[src/rtl/fetch_pkg.sv]
// Shared types and constants for the instruction fetch unit.
// Imported by fetch_unit and fetch_pc_next.
package fetch_pkg;

    typedef enum logic [1:0] {
        IDLE = 2'd0,
        REQ  = 2'd1,
        WAIT = 2'd2
    } state_e;

    localparam int INSTR_BYTES = 4;

endpackage

[src/rtl/fetch_pc_next.sv]
// Next fetch address select: hold, advance one word, or redirect.
// Redirect targets are forced word aligned.
module fetch_pc_next
    import fetch_pkg::*;
#(
    parameter int N = 32
) (
    input  logic [N-1:0] pc_i,
    input  logic         inc_i,
    input  logic         redir_i,
    input  logic [N-1:0] redirect_pc_i,
    output logic [N-1:0] pc_next_o
);

    logic unused_lsb;
    assign unused_lsb = ^redirect_pc_i[1:0];

    // Redirect wins over increment; increment wraps modulo 2^N.
    always_comb begin
        pc_next_o = pc_i;
        if (redir_i) begin
            pc_next_o = {redirect_pc_i[N-1:2], 2'b00};
        end else if (inc_i) begin
            pc_next_o = pc_i + N'(INSTR_BYTES);
        end
    end

endmodule

[src/rtl/fetch_unit.sv]
// Single-outstanding instruction fetch unit with stall and redirect.
// Holds the fetch pc, the output register and the IDLE/REQ/WAIT FSM.
module fetch_unit
    import fetch_pkg::*;
#(
    parameter int           N        = 32,
    parameter logic [N-1:0] RESET_PC = '0
) (
    input  logic         clk,
    input  logic         clr,
    input  logic         stall,
    input  logic         redirect,
    input  logic [N-1:0] redirect_pc,
    output logic         imem_req,
    output logic [N-1:0] imem_addr,
    input  logic         imem_ready,
    input  logic         imem_rvalid,
    input  logic [N-1:0] imem_rdata,
    output logic         instr_valid,
    output logic [N-1:0] instr,
    output logic [N-1:0] instr_pc
);

    state_e       state_q, state_d;
    logic [N-1:0] pc_q, pc_d;
    logic         discard_q, discard_d;
    logic         valid_q, valid_d;
    logic [N-1:0] instr_q, instr_d;
    logic [N-1:0] ipc_q, ipc_d;
    logic         pc_inc, pc_redir;
    logic         req;
    logic         consumed;

    fetch_pc_next #(.N(N)) u_pc_next (
        .pc_i          (pc_q),
        .inc_i         (pc_inc),
        .redir_i       (pc_redir),
        .redirect_pc_i (redirect_pc),
        .pc_next_o     (pc_d)
    );

    assign consumed    = valid_q & ~stall;
    assign imem_req    = req;
    assign imem_addr   = pc_q;
    assign instr_valid = valid_q;
    assign instr       = instr_q;
    assign instr_pc    = ipc_q;

    // Next state, request and output-register update.
    always_comb begin
        state_d   = state_q;
        discard_d = discard_q;
        valid_d   = valid_q;
        instr_d   = instr_q;
        ipc_d     = ipc_q;
        pc_inc    = 1'b0;
        pc_redir  = 1'b0;
        req       = 1'b0;
        unique case (state_q)
            IDLE: begin
                state_d = REQ;
            end
            REQ: begin
                if (redirect) begin
                    pc_redir = 1'b1;
                    valid_d  = 1'b0;
                end else begin
                    req = ~valid_q | ~stall;
                    if (consumed) valid_d = 1'b0;
                    if (req && imem_ready) state_d = WAIT;
                end
            end
            WAIT: begin
                if (imem_rvalid) begin
                    state_d   = REQ;
                    discard_d = 1'b0;
                    if (redirect) begin
                        pc_redir = 1'b1;
                        valid_d  = 1'b0;
                    end else if (discard_q) begin
                        if (consumed) valid_d = 1'b0;
                    end else begin
                        instr_d = imem_rdata;
                        ipc_d   = pc_q;
                        valid_d = 1'b1;
                        pc_inc  = 1'b1;
                    end
                end else if (redirect) begin
                    discard_d = 1'b1;
                    pc_redir  = 1'b1;
                    valid_d   = 1'b0;
                end else if (consumed) begin
                    valid_d = 1'b0;
                end
            end
            default: begin
                state_d = IDLE;
            end
        endcase
    end

    // State and datapath registers; clr abandons any outstanding fetch.
    always_ff @(posedge clk or posedge clr) begin
        if (clr) begin
            state_q   <= IDLE;
            pc_q      <= RESET_PC;
            discard_q <= 1'b0;
            valid_q   <= 1'b0;
            instr_q   <= '0;
            ipc_q     <= '0;
        end else begin
            state_q   <= state_d;
            pc_q      <= pc_d;
            discard_q <= discard_d;
            valid_q   <= valid_d;
            instr_q   <= instr_d;
            ipc_q     <= ipc_d;
        end
    end

endmodule

[config.mk]
export PLATFORM = sky130hd
export DESIGN_NAME = fetch_unit
export DESIGN_NICKNAME = d
export VERILOG_FILES = /design/src/rtl/fetch_pkg.sv /design/src/rtl/fetch_pc_next.sv /design/src/rtl/fetch_unit.sv
export SDC_FILE = /design/constraint.sdc
export NUM_CORES = 1
export LEC_CHECK = 0
export CAP_MARGIN = 15
export CELL_PAD_IN_SITES_DETAIL_PLACEMENT = 0
export CELL_PAD_IN_SITES_GLOBAL_PLACEMENT = 2
export CORE_MARGIN = 2
export CORE_UTILIZATION = 25
export CTS_CLUSTER_DIAMETER = 120
export CTS_CLUSTER_SIZE = 40
export DETAILED_ROUTE_END_ITERATION = 10
export GPL_ROUTABILITY_DRIVEN = 0
export GPL_TIMING_DRIVEN = 0
export PLACE_DENSITY = 0.9
export SLEW_MARGIN = 20
export SYNTH_ARGS = -nofsm -noshare
export SYNTH_HDL_FRONTEND = slang
export SYNTH_SLANG_ARGS = --single-unit
[constraint.sdc]
create_clock -name clk -period 4.1 [get_ports clk]
set_input_delay 0.82 -clock clk [delete_from_list [all_inputs] [get_ports clk]]
set_output_delay 0.82 -clock clk [all_outputs]
set_load 0.1 [all_outputs]
==> results.toml <==
[cts]
cts_inserted_buffers = 9
root_buffer = "sky130_fd_sc_hd__clkbuf_16"
cts_htree_levels = 3
clockBufferDepth = 2
post_cts.resized_instances = 0
post_cts_buffers = 0
clock_latency_ns = 0.35
cts_hold_buf = 0
clk_transition_reported_paths_ns = 0.06
clock_tree_from_tritoncts = "done"
clock_sinks = 96

[global_routing]
overflow = 0
global_route_wire_length_before_repair_um = 22600
maximum_number_of_pins_on_one_net_before_global_route_repair = 70
grt_pass1_vias = 4133
grtUsageTotal_pct = 16.0
grt_antenna_before_repair = 0

[sta]
finalHoldViolCount = 0
fin_worst_hold_slack_ns = 0.470
rsz0062_at_grt = "false"
setup_viol_count_final = 0
fin_crit_sh_pct = 88.9
timing.final.ws_setup_ns = 0.457
final-max-slew-violation-count = 0
maximum_frequency_from_static_timing_analysis_mhz = 274
worst-slew-pin-transition_ns = 1.06
skew_ns = 0.0120
maxSlewHeadroom_pct = 29.4
post-route-min-period_ns = 3.64
fin_tns_setup_ns = 0

[logic_synthesis]
synth_top_family_by_area = "simple AND/OR/NAND/NOR gates"
synthXorXnorAreaFrac_pct = 0
synth.ff_latch_count = 96
syn_area_mm2 = 0.00437
synthTopCellsByArea = "sky130_fd_sc_hd__dfrtp_1, sky130_fd_sc_hd__nand2_1, sky130_fd_sc_hd__nor2_1"
synth_top_cell_area_share_pct = 55.0
ys_warn_count = 0
synth.largest_area_cell = "sky130_fd_sc_hd__dfrtp_1"
muxShareOfSynthArea_pct = 0.258
synthAdderAreaFrac_pct = 1.43
ys_seq_area_share_pct = 55.0
post_synthesis_instance_total = 488
synth_compound_area_share_pct = 11.0
yosysUniqueCellTypes = 45
synth_simple_gate_area_share_pct = 28.2
syn_area_per_cell_um2 = 8.95

[drt]
via_count = 4174
detailedRoute.firstPassIterationCount = 4
avgViaCountPerCell = 4.67
post-route-drc-count = 0
highest_layer = "met4"
wl_met3_um = 1020
route.detailed.wl_per_inst_um = 16.5
routed_wl_um = 14800
met1Wirelength_um = 6570
antenna_left = 0
met2_wire_length_um = 6860
dr.first_iter.drc_count = 251

[critical_path]
crit_required_ns = 3.28
reg2reg_depth = 7
crit_type = "input pin to output port"
worstPathBufferInverterCount = 2
rrSetupSlack_ns = 1.62
crit_chain = "clkdlybuf4s50_1 -> a21oi_1 -> and2_1 -> clkdlybuf4s50_1"
critPathMaxStageDelay_ns = 1.12
crit_path_start = "redirect"
worstSetupPathDepth = 4
critical_path_arrival_ns = 2.82
critPathSlowestCell = "sky130_fd_sc_hd__clkdlybuf4s50_1"
worst_r2r_startpoint = "state_q[0]$_DFFE_PP0P_"
biggest_fanout_along_the_worst_timing_path = 7
startpoint_type = "input pin"
timing.rr.end = "imem_addr[17]$_DFFE_PP0P_"
critical_path.top_delay_family = "buffers and inverters"
critPathCaptureType = "output port"
crit_top_cell = "sky130_fd_sc_hd__clkdlybuf4s50_1"
timing.critical_path.to = "imem_req"

[min_path]
worst_hold_path.num_cells = 2
holdCritPathClass = "flop to flop"

[layout]
stdcell_count = 894
post_route_cells_drive_above_1_share_pct = 4.78
synthesis_to_layout_area_growth_pct = 52.0
n_fill_cell = 1718
nets = 739
insertedDiodeCount = 0

[die]
floorplan.die.height_um = 136
initial_utilization_pct = 25.4
rows = 48
die_area_mm2 = 0.0185
floorplan.die.width_um = 136
core_mm2 = 0.0172
floorplan.io_pins = 168

[flow_run]
max_cap_viol_count = 0

[placement]
post-place-cells = 878
hpwlAfterDp_um = 10900
io_buffer_count = 161
place_worst_setup_slack_ns = 0.470

[outcome]
run_status = "finished clean"
[tightest hold or removal path: stages (launching register included)]
cell and delay, ns:
sky130_fd_sc_hd__dfrtp_1 0.34, sky130_fd_sc_hd__nand2_1 0.05, sky130_fd_sc_hd__nand2_1 0.05
[placed cells by master (no fill, tap or decap), types with 5 or more instances in the layout]
cell and count:
sky130_fd_sc_hd__a211oi_1 6, sky130_fd_sc_hd__a21oi_1 5, sky130_fd_sc_hd__a311oi_1 10, sky130_fd_sc_hd__a31oi_1 11, sky130_fd_sc_hd__and4_1 10, sky130_fd_sc_hd__buf_2 5
sky130_fd_sc_hd__clkbuf_1 21, sky130_fd_sc_hd__clkbuf_16 9, sky130_fd_sc_hd__clkdlybuf4s50_1 161, sky130_fd_sc_hd__dfrtp_1 96, sky130_fd_sc_hd__ha_1 5, sky130_fd_sc_hd__inv_1 8
sky130_fd_sc_hd__nand2_1 194, sky130_fd_sc_hd__nand3_1 9, sky130_fd_sc_hd__nand4_1 13, sky130_fd_sc_hd__nor2_1 28, sky130_fd_sc_hd__o31ai_1 9, sky130_fd_sc_hd__or4_1 8
[state kept, by name, summed over array words and instances (netlist names)]
signal and cells:
instr 32, imem_addr 30, instr_pc 30, state_q 2
discard_q 1, instr_valid 1
[synth_stat cells (all sizes together)]
| cell type | number |
|---|---|
| a211o | 1 |
| a211oi | 6 |
| a21boi | 1 |
| a21o | 1 |
| a21oi | 5 |
| a221o | 1 |
| a22o | 1 |
| a22oi | 2 |
| a311o | 2 |
| a311oi | 10 |
| a31oi | 11 |
| and2 | 3 |
| and3 | 3 |
| and4 | 10 |
| and4bb | 1 |
| buf | 11 |
| clkbuf | 21 |
| conb | 1 |
| dfrtp | 96 |
| ha | 5 |
| inv | 9 |
| mux2 | 1 |
| nand2 | 194 |
| nand3 | 9 |
| nand4 | 13 |
| nand4bb | 1 |
| nor2 | 28 |
| nor3 | 4 |
| nor3b | 1 |
| nor4 | 3 |
| o211a | 2 |
| o211ai | 1 |
| o21ai | 4 |
| o221a | 1 |
| o22ai | 2 |
| o2bb2ai | 1 |
| o311ai | 2 |
| o31ai | 9 |
| o32a | 1 |
| or3 | 2 |
| or4 | 8 |
[cells by family after synthesis]
family / count (synthesis)
and+or+nand+nor: 280
DFF: 96
AOI/OAI and AO/OA: 64
buffers and inverters: 41
adders and majority gates: 5
muxes: 1
other: 1
[worst min-delay path by stage]
stage                               endpoint  slack [ns]                startpoint
floorplan              discard_q$_DFFE_PP0P_        0.50     discard_q$_DFFE_PP0P_
global placement    instr_pc[26]$_DFFE_PP0P_        0.46  instr_pc[26]$_DFFE_PP0P_
detailed placement  instr_pc[26]$_DFFE_PP0P_        0.46  instr_pc[26]$_DFFE_PP0P_
CTS                 instr_pc[26]$_DFFE_PP0P_        0.47  instr_pc[26]$_DFFE_PP0P_
global route        instr_pc[26]$_DFFE_PP0P_        0.50  instr_pc[26]$_DFFE_PP0P_
finish              instr_pc[26]$_DFFE_PP0P_        0.47  instr_pc[26]$_DFFE_PP0P_
[final cells by class]
type                    instances  area [um2]  share of cell area (%)
inverters                       9        38.8                   0.584
clock buffers                  10         239                    3.60
flip-flops and latches         96        2400                    36.2
multi-input cells             354        1810                    27.2
plain buffers                  32         141                    2.13
clock inverters                 6        90.1                    1.36
repair buffers                162        1640                    24.7
well taps                     225         282                    4.24
[layer usage]
metal | vias up | GRT usage, %
met2 | 138 | 25.1
met1 | 1988 | 21.4
li1 | 2026 | -
met4 | 0 | 5.61
met3 | 22 | 3.91
met5 | - | 0
[through the flow]
step                      area [um2]  util [%]
after floorplan                 4380         -
after global placement          6270      36.5
after detailed placement        6300      36.7
after CTS                       6630      38.6
after global routing            6640      38.7
final                           6640      38.7
Power is left out: the tool's default activity adds up to more than one toggle a clock period on the data nets, which glitch-free logic cannot reach.
==> RTL edit (config.mk and constraints unchanged) <==
`N` is set to 32 in 2 places; all go to 64.
--- a/src/rtl/fetch_pc_next.sv
+++ b/src/rtl/fetch_pc_next.sv
@@ -3,7 +3,7 @@
 module fetch_pc_next
     import fetch_pkg::*;
 #(
-    parameter int N = 32
+    parameter int N = 64
 ) (
     input  logic [N-1:0] pc_i,
     input  logic         inc_i,
--- a/src/rtl/fetch_unit.sv
+++ b/src/rtl/fetch_unit.sv
@@ -3,7 +3,7 @@
 module fetch_unit
     import fetch_pkg::*;
 #(
-    parameter int           N        = 32,
+    parameter int           N        = 64,
     parameter logic [N-1:0] RESET_PC = '0
 ) (
     input  logic         clk,
Ports: changed (5 resized); port bits go from 168 to 328. The function was not compared with the original's and may differ.
==> RTL edit against the unedited design <==
  * Design area rose by 99%
  * Worst setup slack gained 15 ps
  * Synthesized area is 100% higher
  * Sequential cell count is 96 higher
  * Routed wire length increased by 130%
  * Clock skew grew 1.7 ps
  * Worst hold slack improved by 3.5 ps
  * Critical path type is now in2reg
Power is not shown: default switching activity piles up to over one toggle a cycle in this logic, so the estimate is an artifact.
==> RTL edit: results (changes against the unedited design) <==
[routing]
wirelength_mm = 34.71  ; was 14.78 mm
vias = 8644  ; was 4174
vias_per_cell = 4.731  ; was 4.669
drt_first_iter_violations = 487  ; was 251

[place]
portBuffers = 321  ; was 161
post-dp-hpwl_mm = 26.02  ; was 10.88 mm
placedCellCount = 1796  ; was 878

[finish]
layout.nonclk_buf_frac = 0.2722  ; was 0.2682
layout.sequential_cells = 192  ; was 96
clock_tree_area_fraction = 0.04172  ; was 0.04957
inverters_excl_clock = 15  ; was 9
design_area_sq_um = 13230  ; was 6639 sq um
n_clock_buffer = 18  ; was 10
antenna_cells = 1  ; was 0
largest_reg_flops = 64  ; was 32

[cts]
clock_latency_ps = 450  ; was 350 ps

[worst_setup_path]
crit_family = simple AND/OR/NAND/NOR gates  ; was buffers and inverters
reg2reg_setup_slack_ps = 670  ; was 1620 ps
timing.setup.critical_path_class = in2reg  ; was in2out
worstPathArrival_ps = 3940  ; was 2820 ps
timing.rr.end = imem_addr[55]$_DFFE_PP0P_  ; was imem_addr[17]$_DFFE_PP0P_

[status]
status = completed  ; unchanged

[timing]
slew_headroom = 0.2755  ; was 0.2937
skew_ps = 13.66  ; was 11.97 ps
period_needed_ps = 3628  ; was 3643 ps

[grt]
grt_first_pass_wirelength_mm = 51.82  ; was 22.64 mm
via_count_of_the_first_global_routing_pass = 8410  ; was 4133

[synthesis]
synthDistinctLibCells = 53  ; was 45
synth_xor_xnor_area_share = 0.001003  ; was 0
synth_top_cells_by_area = sky130_fd_sc_hd__dfrtp_1 55%, sky130_fd_sc_hd__nand2_1 17%, sky130_fd_sc_hd__nor2_1 2.5%, sky130_fd_sc_hd__clkbuf_1 1.9%, sky130_fd_sc_hd__a31oi_1 1.8%  ; was sky130_fd_sc_hd__dfrtp_1 55%, sky130_fd_sc_hd__nand2_1 17%, sky130_fd_sc_hd__nor2_1 2.4%, sky130_fd_sc_hd__a311oi_1 2.0%, sky130_fd_sc_hd__and4_1 2.0%
syn-mean-instance-area_sq_um = 8.647  ; was 8.948 sq um

[min_path]
hold_path_startpoint = instr_pc[3]$_DFFE_PP0P_  ; was instr_pc[26]$_DFFE_PP0P_

[die]
core_footprint_sq_um = 34460  ; was 17180 sq um

-- RTL edit: cell types whose count changed in the layout (fill, tap and decap cells not counted), moves of 8 or more --
| cell | change |
|---|---|
| sky130_fd_sc_hd__or3_1 | +17 |
| sky130_fd_sc_hd__nand3_1 | +15 |
| sky130_fd_sc_hd__nor4_1 | +8 |
| sky130_fd_sc_hd__clkbuf_16 | +8 |
| sky130_fd_sc_hd__nor2_1 | +31 |
| sky130_fd_sc_hd__clkdlybuf4s50_1 | +160 |
| sky130_fd_sc_hd__nor3_1 | +20 |
| sky130_fd_sc_hd__a31oi_1 | +14 |
| sky130_fd_sc_hd__nand2_1 | +207 |
| sky130_fd_sc_hd__dfrtp_1 | +96 |
| sky130_fd_sc_hd__o21ai_0 | +27 |
| sky130_fd_sc_hd__clkbuf_1 | +24 |
-- RTL edit: metal layers --
layer  wire length, um  share of wire
met1             14600           0.42
met5                20        0.00058
met3              2909          0.084
met4               654          0.019
met2             16530           0.48
